## config.mk

```make
export PLATFORM = sky130hd
export DESIGN_NAME = periph_rx_handshake
export DESIGN_NICKNAME = d
export VERILOG_FILES = /design/src/rtl/periph_rx_handshake.sv
export SDC_FILE = /design/constraint.sdc
export NUM_CORES = 1
export LEC_CHECK = 0
export CORE_ASPECT_RATIO = 0.9
export CORE_MARGIN = 2
export CORE_UTILIZATION = 35
export CTS_CLUSTER_DIAMETER = 200
export DETAILED_ROUTE_END_ITERATION = 8
export PLACE_DENSITY = 0.6
export SLEW_MARGIN = 40
export SYNTH_ARGS = -nofsm -noshare
export SYNTH_HDL_FRONTEND = slang
export SYNTH_SLANG_ARGS = --single-unit
```

## constraint.sdc

```tcl
create_clock -name clk2 -period 4.7 [get_ports clk2]
set_input_delay 0.705 -clock clk2 [delete_from_list [all_inputs] [get_ports clk2]]
set_output_delay 0.705 -clock clk2 [all_outputs]
set_load 0.03 [all_outputs]
```

## src/rtl/periph_rx_handshake.sv

```systemverilog
// Peripheral-side receiver for the CPU send/ack four-phase handshake, buffering words in a show-ahead FIFO.
// Optional feature: define PERIPH_RX_SYNC_EN to pass send through a 2-flop synchronizer on clk2.
module periph_rx_handshake #(
    parameter int DATA_W = 2,
    parameter int DEPTH  = 4
) (
    input  logic                     clk2,
    input  logic                     rst,
    input  logic                     send,
    input  logic [DATA_W-1:0]        dado,
    output logic                     ack,
    input  logic                     rd_en,
    output logic [DATA_W-1:0]        rd_data,
    output logic                     rd_valid,
    output logic [$clog2(DEPTH):0]   count,
    output logic                     stall
);

    localparam int PTR_W = $clog2(DEPTH);
    localparam int CNT_W = PTR_W + 1;

    typedef enum logic {
        ST_IDLE = 1'b0,
        ST_ACK  = 1'b1
    } state_t;

    state_t              r_state;
    state_t              w_state_nxt;
    logic                w_send_i;
    logic                w_full;
    logic                w_wr;
    logic                w_pop;
    logic                w_stall;
    logic [PTR_W-1:0]    r_wr_ptr;
    logic [PTR_W-1:0]    r_rd_ptr;
    logic [CNT_W-1:0]    r_count;
    logic [DATA_W-1:0]   r_mem [DEPTH];

`ifdef PERIPH_RX_SYNC_EN
    logic [1:0]          r_send_sync;

    // Two-flop synchronizer for a send strobe coming from an unrelated clock domain
    always_ff @(posedge clk2) begin
        if (rst) begin
            r_send_sync <= 2'b00;
        end else begin
            r_send_sync <= {r_send_sync[0], send};
        end
    end

    assign w_send_i = r_send_sync[1];
`else
    assign w_send_i = send;
`endif

    // Full is taken from the registered count, so a same-cycle pop cannot admit a write
    assign w_full = (r_count == CNT_W'(DEPTH));
    assign w_pop  = rd_en && (r_count != {CNT_W{1'b0}});

    // Handshake state register
    always_ff @(posedge clk2) begin
        if (rst) begin
            r_state <= ST_IDLE;
        end else begin
            r_state <= w_state_nxt;
        end
    end

    // Next-state logic: one capture per handshake, release when send falls
    always_comb begin
        w_state_nxt = r_state;
        case (r_state)
            ST_IDLE: begin
                if (w_send_i && !w_full) begin
                    w_state_nxt = ST_ACK;
                end else begin
                    w_state_nxt = ST_IDLE;
                end
            end
            ST_ACK: begin
                if (w_send_i) begin
                    w_state_nxt = ST_ACK;
                end else begin
                    w_state_nxt = ST_IDLE;
                end
            end
            default: w_state_nxt = ST_IDLE;
        endcase
    end

    // Output decode: FIFO write strobe and stall indication
    always_comb begin
        w_wr    = 1'b0;
        w_stall = 1'b0;
        case (r_state)
            ST_IDLE: begin
                if (w_send_i) begin
                    if (w_full) begin
                        w_stall = 1'b1;
                    end else begin
                        w_wr = 1'b1;
                    end
                end else begin
                    w_wr = 1'b0;
                end
            end
            ST_ACK:  w_wr = 1'b0;
            default: w_wr = 1'b0;
        endcase
    end

    // Pointer and occupancy bookkeeping
    always_ff @(posedge clk2) begin
        if (rst) begin
            r_wr_ptr <= {PTR_W{1'b0}};
            r_rd_ptr <= {PTR_W{1'b0}};
            r_count  <= {CNT_W{1'b0}};
        end else begin
            if (w_wr) begin
                r_wr_ptr <= r_wr_ptr + PTR_W'(1);
            end else begin
                r_wr_ptr <= r_wr_ptr;
            end
            if (w_pop) begin
                r_rd_ptr <= r_rd_ptr + PTR_W'(1);
            end else begin
                r_rd_ptr <= r_rd_ptr;
            end
            r_count <= r_count + CNT_W'(w_wr) - CNT_W'(w_pop);
        end
    end

    // FIFO storage; contents need no reset since occupancy gates visibility
    always_ff @(posedge clk2) begin
        if (w_wr) begin
            r_mem[r_wr_ptr] <= dado;
        end
    end

    assign ack      = (r_state == ST_ACK);
    assign rd_valid = (r_count != {CNT_W{1'b0}});
    assign rd_data  = rd_valid ? r_mem[r_rd_ptr] : {DATA_W{1'b0}};
    assign count    = r_count;
    assign stall    = w_stall;

endmodule

```

==> results of run 1 <==
power groups by stage:
stage	clock network, W	logic (W)	registers [W]
after CTS	0.0000965	0.000236	0.000225
final	0.0000936	0.000233	0.000225
after global placement	0	0.000234	0.000229
after floorplan	0	0.000146	0.000243
after global routing	0.000103	0.000255	0.000230
after detailed placement	0	0.000235	0.000229
worst min path at each step:
stage | from | endpoint | slack [ns] | cells past startpoint
floorplan | r_rd_ptr[1] | flop | 0.46 | 2
global placement | r_rd_ptr[1] | r_rd_ptr[1] | 0.48 | 2
detailed placement | r_rd_ptr[1] | r_rd_ptr[1] | 0.49 | 2
CTS | r_rd_ptr[1] | r_rd_ptr[1] | 0.50 | 2
global route | r_rd_ptr[1] | r_rd_ptr[1] | 0.57 | 2
finish | r_rd_ptr[1] | r_rd_ptr[1] | 0.51 | 2
through the flow:
stage	instances	util, %
6_report	110	46.0
5_1_grt	110	46.0
3_3_place_gp	106	44.4
3_5_place_dp	106	44.4
4_1_cts	110	46.0
2_1_floorplan	68	-
worst max-delay path: cells and delay by family:
kind	cells	cell delay, ns
AND/OR/NAND/NOR	1	0.20
buffers and inverters	2	1.19
cell type report:
cell class | count | area [µm²] | share of cell area (%)
clock buffer | 4 | 36.3 | 3.58
tap | 27 | 33.8 | 3.33
sequential | 18 | 440 | 43.5
timing repair buffer | 13 | 130 | 12.8
multi-input combinational | 41 | 347 | 34.2
inverter | 7 | 26.3 | 2.59
cell usage after synthesis:
| cell type | instances | area, µm² |
|---|---|---|
| a21oi_1 | 1 | 5.00 |
| and2_1 | 1 | 6.26 |
| and2_2 | 4 | 30.0 |
| and3b_1 | 1 | 8.76 |
| buf_6 | 1 | 11.3 |
| clkbuf_1 | 1 | 3.75 |
| dfxtp_1 | 10 | 200 |
| edfxtp_1 | 8 | 240 |
| fa_1 | 1 | 20.0 |
| ha_1 | 6 | 75.1 |
| inv_1 | 7 | 26.3 |
| mux2_4 | 1 | 15.0 |
| mux2i_1 | 1 | 10.0 |
| mux4_2 | 2 | 45.0 |
| nand2_1 | 1 | 3.75 |
| nand2b_1 | 2 | 12.5 |
| nor2_1 | 7 | 26.3 |
| nor2b_1 | 3 | 18.8 |
| nor3_1 | 2 | 10.0 |
| nor3b_1 | 2 | 15.0 |
| o21ai_0 | 1 | 5.00 |
| o31ai_1 | 1 | 7.51 |
| or3_1 | 1 | 6.26 |
| or3b_1 | 1 | 8.76 |
| xor2_1 | 2 | 17.5 |
metal layers:
metal	wire length [µm]	vias to the layer above
met5	0	-
met4	11	0
met3	51	2
met2	553	8
met1	570	226
li1	-	258
kinds of logic after synthesis:
logic type / count (synthesis) / synth area share [%]
fa+ha+maj: 7 / 11.5
flops: 18 / 53.2
mux: 4 / 8.46
compound gates: 3 / 2.11
xor+xnor: 2 / 2.12
buf+inv: 9 / 4.98
simple gates: 25 / 17.7
==> summary.txt, run 1 <==
Run status
  – Outcome: complete, no violations

Die
  – IO Count: 14
  – Die width: 55.3 µm
  – Die Ht: approximately 50 µm
  – Core Area: 2200 µm²
  – Initial core utilization: 37.6%
  – Row count: 16
  – Die area: 2770 µm²

Setup path
  – Critical path endpoint: stall
  – CP Launch Type: primary input
  – Cell chain of the critical path: clkdlybuf4s50_1 > nor3b_1 > clkdlybuf4s50_1
  – Setup Crit Path Kind: primary input to output pin
  – Critical Path AT: between 2 and 2.5 ns
  – Critical path capture point type: output pin
  – R2r startpoint: count[2]
  – Critical Path Most Common Cell: clkdlybuf4s50_1
  – Critical-path top delay cell: clkdlybuf4s50_1
  – R2R Path End: count[2]
  – Worst Setup SP: send
  – Crit path required time: 3.99 ns
  – Crit-path max FO: 3
  – FF-to-FF path depth: 11
  – R2R Setup Slk: 2.16 ns
  – CP peak stage delay: around 0.7 ns

CTS
  – Clock root buffer: clkbuf_4
  – Post-cts resize count: 0
  – CTS buffer count: 3
  – Clk_lat worst skew: a little under 0.3 ns
  – Worst-path clk slew: 0.11 ns
  – Setup bufs post-CTS: 0
  – CTS HTree Levels: 1
  – TritonCTS Sinks: 18
  – Cts-stage hold buffer count: 0
  – CTS tree: built
  – Max Root-Sink Buffers: 2

GRT
  – GRT met3 Usage: between 2 and 2.5%
  – Largest net degree at the start of global routing: 12
  – GR Util met1: 11.0%
  – Vias in the first global route: 441
  – Grt met2 use: between 10% and 20%
  – Initial antenna violation count: 0
  – Total GRT Usage: a little under a tenth
  – GRT overflow: 0
  – Busiest grt layer: met2
  – First-pass GRT wire length: 1950 µm

Synth
  – Gate Count Post-Synth: just under 70
  – Post-synthesis register bit count: 18
  – Sequential fraction of the synthesis area: 53.2%
  – Syn Nets: 81
  – Cell Area, Synth: 828 µm²
  – Count of cell types in the netlist: 25
  – Syn_area_per_cell: about 12 µm²
  – Synth Warn #: 0

Pwr
  – Leakage: 0.403 nW
  – Sequential Power Share: 40.8%
  – Total power: 0.000551 W
  – Clock power share: 17.0%
  – Power share of the combinational group: a little over two fifths
  – Switching Fraction: 35.8%
  – P per Cell Area: 544 nW/µm²
  – Peak supply drop: 0.274 mV
  – Internal: 0.000354 W
  – Net Sw Power: ~0.00020 W

Drt
  – Initial DRC count: 7
  – Final WL: 1190 µm
  – Routed vias: roughly 490
  – WL per Instance: 10.8 µm
  – Post-DR vias/cell: roughly 4.5
  – Post-DRT Antenna Nets: 0
  – Post-route DRC violation count: 0
  – Initial DRT Pass Iterations: 2

Placed design
  – # port buffers: 13
  – Worst slack, placed: about 1.7 ns
  – Area of placed instances: 977 µm²
  – GPL Wtd Cong: roughly 0.7
  – DP HPWL: 935 µm

Timing
  – Min Tclk post-route: 2.80 ns
  – Count of final max-slew check failures: 0
  – Final Cycle Share: between 50% and 60%
  – Fin Hold WS: ~0.51 ns
  – Worst Tran Pin Value: 0.517 ns
  – Achievable frequency: roughly 360 MHz
  – RSZ-0062 raised after global routing: false
  – Endpoints failing setup: 0
  – Worst rel slew slack: 65.3%
  – Setup ws final: 1.90 ns
  – Setup TNS: 0 ns
  – Hold Vio Cnt, Final: 0
  – Fin Clk Skew: 0.00882 ns

Finish
  – Diodes inserted: 0
  – Post-route design area: about 1000 µm²
  – Share of layout cells above drive strength 1: 13.3%
  – Most frequent cells in the layout: clkdlybuf4s50_1 (13), dfxtp_1 (10), edfxtp_1 (8)
  – P&R area growth vs syn: 22.4%
  – FILL cells: 223
  – Commonest non-fill, non-tap cell in the layout: clkdlybuf4s50_1
  – Post-layout net count: 97

Hold path
  – Hold crit path type: flop to flop

Run
  – Max Cap Violations: 0
(Power assumes the default switching activity.)
==> run 2: changes to the inputs <==
==> constraint.sdc (replaced) <==
create_clock -name clk2 -period 2.6 [get_ports clk2]
set_input_delay 0.39 -clock clk2 [delete_from_list [all_inputs] [get_ports clk2]]
set_output_delay 0.39 -clock clk2 [all_outputs]
set_load 0.03 [all_outputs]
==> run 2 against run 1 <==
Against the previous run:
- global-route usage is 0.67 points higher
- power is 78% higher
- final cell count is 1.8% higher
- non-clock buffer count is 2 higher
- worst setup slack worse by 1.7 ns
- critical endpoint is now count[2]
- count of clock-buffer cells in the layout stayed put
- register-to-register slack worse by 2.0 ns
- sequential share of layout area is 0.14 points lower
==> summary.txt, run 2 (synthesized netlist as in run 1, its figures left out) <==
Setup path
  – CP Buf/Inv Count: 3 (was 2)
  – Stages on the worst setup path: 11 (was 3)
  – Delay-heaviest family, CP: simple AND/OR/NAND/NOR gates (was buffers and inverters)
  – Crit path required time: 2.81 ns (was 3.99 ns)
  – Worst Setup SP: count[2] (was send)
  – R2r startpoint: count[2] (unchanged)
  – Cell chain of the critical path: or3b_1 > and3b_1 > inv_1 > ha_1 > inv_1 > ha_1 > inv_1 > fa_1 > xor2_1 > and2_2 > nor3_1 (was clkdlybuf4s50_1 > nor3b_1 > clkdlybuf4s50_1)
  – FF-to-FF path depth: 11 (unchanged)
  – Critical-path top delay cell: or3b_1 (was clkdlybuf4s50_1)
  – CP Launch Type: flop (was primary input)
  – Crit-path max FO: 6 (was 3)
  – Setup Crit Path Kind: flop to flop (was primary input to output pin)
  – Critical path capture point type: flop (was output pin)
  – R2R Setup Slk: 0.19 ns (was 2.16 ns)
  – Critical Path AT: 2.62 ns (was 2.09 ns)
  – Critical Path Most Common Cell: inv_1 (was clkdlybuf4s50_1)
  – R2R Path End: count[2] (unchanged)
  – CP peak stage delay: 0.41 ns (was 0.70 ns)
  – Critical path endpoint: count[2] (was stall)

Die
  – Row count: 16 (unchanged)
  – Die Ht: 50.2 µm (unchanged)
  – Core Area: 2200 µm² (unchanged)
  – IO Count: 14 (unchanged)
  – Die width: 55.3 µm (unchanged)
  – Die area: 2770 µm² (unchanged)
  – Initial core utilization: 37.6% (unchanged)

Finish
  – Diodes inserted: 0 (unchanged)
  – Post-layout net count: 99 (was 97)
  – Final core utilization: 46.3% (was 46.0%)
  – Most frequent cells in the layout: clkdlybuf4s50_1 (13), dfxtp_1 (9), edfxtp_1 (8) (was clkdlybuf4s50_1 (13), dfxtp_1 (10), edfxtp_1 (8))
  – Share of layout cells above drive strength 1: 15.3% (was 13.3%)
  – Non-Filler Instances: 112 (was 110)
  – Commonest non-fill, non-tap cell in the layout: clkdlybuf4s50_1 (unchanged)
  – P&R area growth vs syn: 23.1% (was 22.4%)

Pwr
  – Peak supply drop: 0.471 mV (was 0.274 mV)
  – Leakage: 0.407 nW (was 0.403 nW)
  – P per Cell Area: 963 nW/µm² (was 544 nW/µm²)

CTS
  – CTS HTree Levels: 1 (unchanged)
  – Clk_lat worst skew: 0.28 ns (was 0.29 ns)
  – Setup bufs post-CTS: 0 (unchanged)
  – TritonCTS Sinks: 18 (unchanged)
  – Post-cts resize count: 0 (unchanged)
  – CTS tree: built (unchanged)
  – Clock root buffer: clkbuf_4 (unchanged)
  – CTS buffer count: 3 (unchanged)
  – Worst-path clk slew: 0.10 ns (was 0.11 ns)
  – Cts-stage hold buffer count: 0 (unchanged)
  – Max Root-Sink Buffers: 2 (unchanged)

GRT
  – Vias in the first global route: 473 (was 441)
  – Initial antenna violation count: 0 (unchanged)
  – GRT overflow: 0 (unchanged)
  – Total GRT Usage: 9.93% (was 9.25%)
  – First-pass GRT wire length: 2040 µm (was 1950 µm)
  – Largest net degree at the start of global routing: 12 (unchanged)

Drt
  – Final WL: 1250 µm (was 1190 µm)
  – WL per Instance: 11.1 µm (was 10.8 µm)
  – Post-route DRC violation count: 0 (unchanged)
  – Post-DRT Antenna Nets: 0 (unchanged)
  – Initial DRT Pass Iterations: 2 (unchanged)
  – Post-DR vias/cell: 4.52 (was 4.49)
  – Routed vias: 506 (was 494)
  – Initial DRC count: 5 (was 7)

Timing
  – Fin Clk Skew: 0.00213 ns (was 0.00882 ns)
  – Setup TNS: 0 ns (unchanged)
  – Hold Vio Cnt, Final: 0 (unchanged)
  – Worst rel slew slack: 65.6% (was 65.3%)
  – Endpoints failing setup: 0 (unchanged)
  – Achievable frequency: 415 MHz
  – Min Tclk post-route: 2.41 ns
  – RSZ-0062 raised after global routing: false (unchanged)
  – Worst Tran Pin Value: 0.513 ns (was 0.517 ns)
  – Fin Hold WS: 0.508 ns (was 0.507 ns)
  – Setup ws final: 0.191 ns (was 1.90 ns)
  – Final Cycle Share: 92.6%
  – Count of final max-slew check failures: 0 (unchanged)

Placed design
  – Worst slack, placed: 0.0757 ns (was 1.71 ns)
  – # port buffers: 13 (unchanged)
  – GPL Wtd Cong: 0.678 (was 0.717)
  – Post-Place Cells: 108 (was 106)
  – DP HPWL: 977 µm (was 935 µm)

Run status
  – Outcome: complete, no violations (unchanged)

Run
  – Max Cap Violations: 0 (unchanged)

Hold path
  – Hold crit path type: flop to flop (unchanged)
==> run 2: power breakdown <==
part | internal [W] | total, W | switching, W | leakage [nW]
clock network | 0.0000595 | 0.000140 | 0.0000804 | 0.0150
logic | 0.000209 | 0.000439 | 0.000229 | 0.237
registers | 0.000357 | 0.000403 | 0.0000462 | 0.156
==> run 2: through the flow <==
stage / total power [W] / area (µm²)
floorplan: 0.000704 / 830
global placement: 0.000848 / 993
detailed placement: 0.000855 / 993
CTS: 0.000995 / 1020
global route: 0.00105 / 1020
finish: 0.000982 / 1020
==> run 2: cell type report <==
type | count | area, µm²
timing repair buffer | 15 | 145
multi-input combinational | 41 | 347
inverter | 7 | 26.3
clock buffer | 4 | 26.3
sequential | 18 | 442
fill | 211 | 1180
tap | 27 | 33.8
==> run 2: worst reg2reg max path: cells and delay by family, from the launching register on <==
kind                       cells  cell delay, ns
adders and majority gates      3            0.72
xor gates and xnor gates       1            0.16
DFF                            1            0.38
buffers and inverters          3            0.16
and+or+nand+nor                4            0.92
==> run 2: how the worst min path moves through the flow <==
stage	start	end	slack [ns]	cells after the start
after floorplan	r_rd_ptr[1]	flop	0.46	2
after global placement	r_rd_ptr[1]	flop	0.47	2
after detailed placement	r_rd_ptr[1]	flop	0.50	2
after CTS	r_rd_ptr[1]	flop	0.51	2
after global routing	count[2]	count[2]	0.56	2
final	r_rd_ptr[1]	flop	0.51	2
==> run 2: layer usage <==
metal	track usage, %	vias to the layer above	wire length (µm)
met4	6.10	0	13
li1	-	264	-
met2	16.1	8	602
met1	12.0	232	592
met3	2.32	2	39
met5	0	-	0
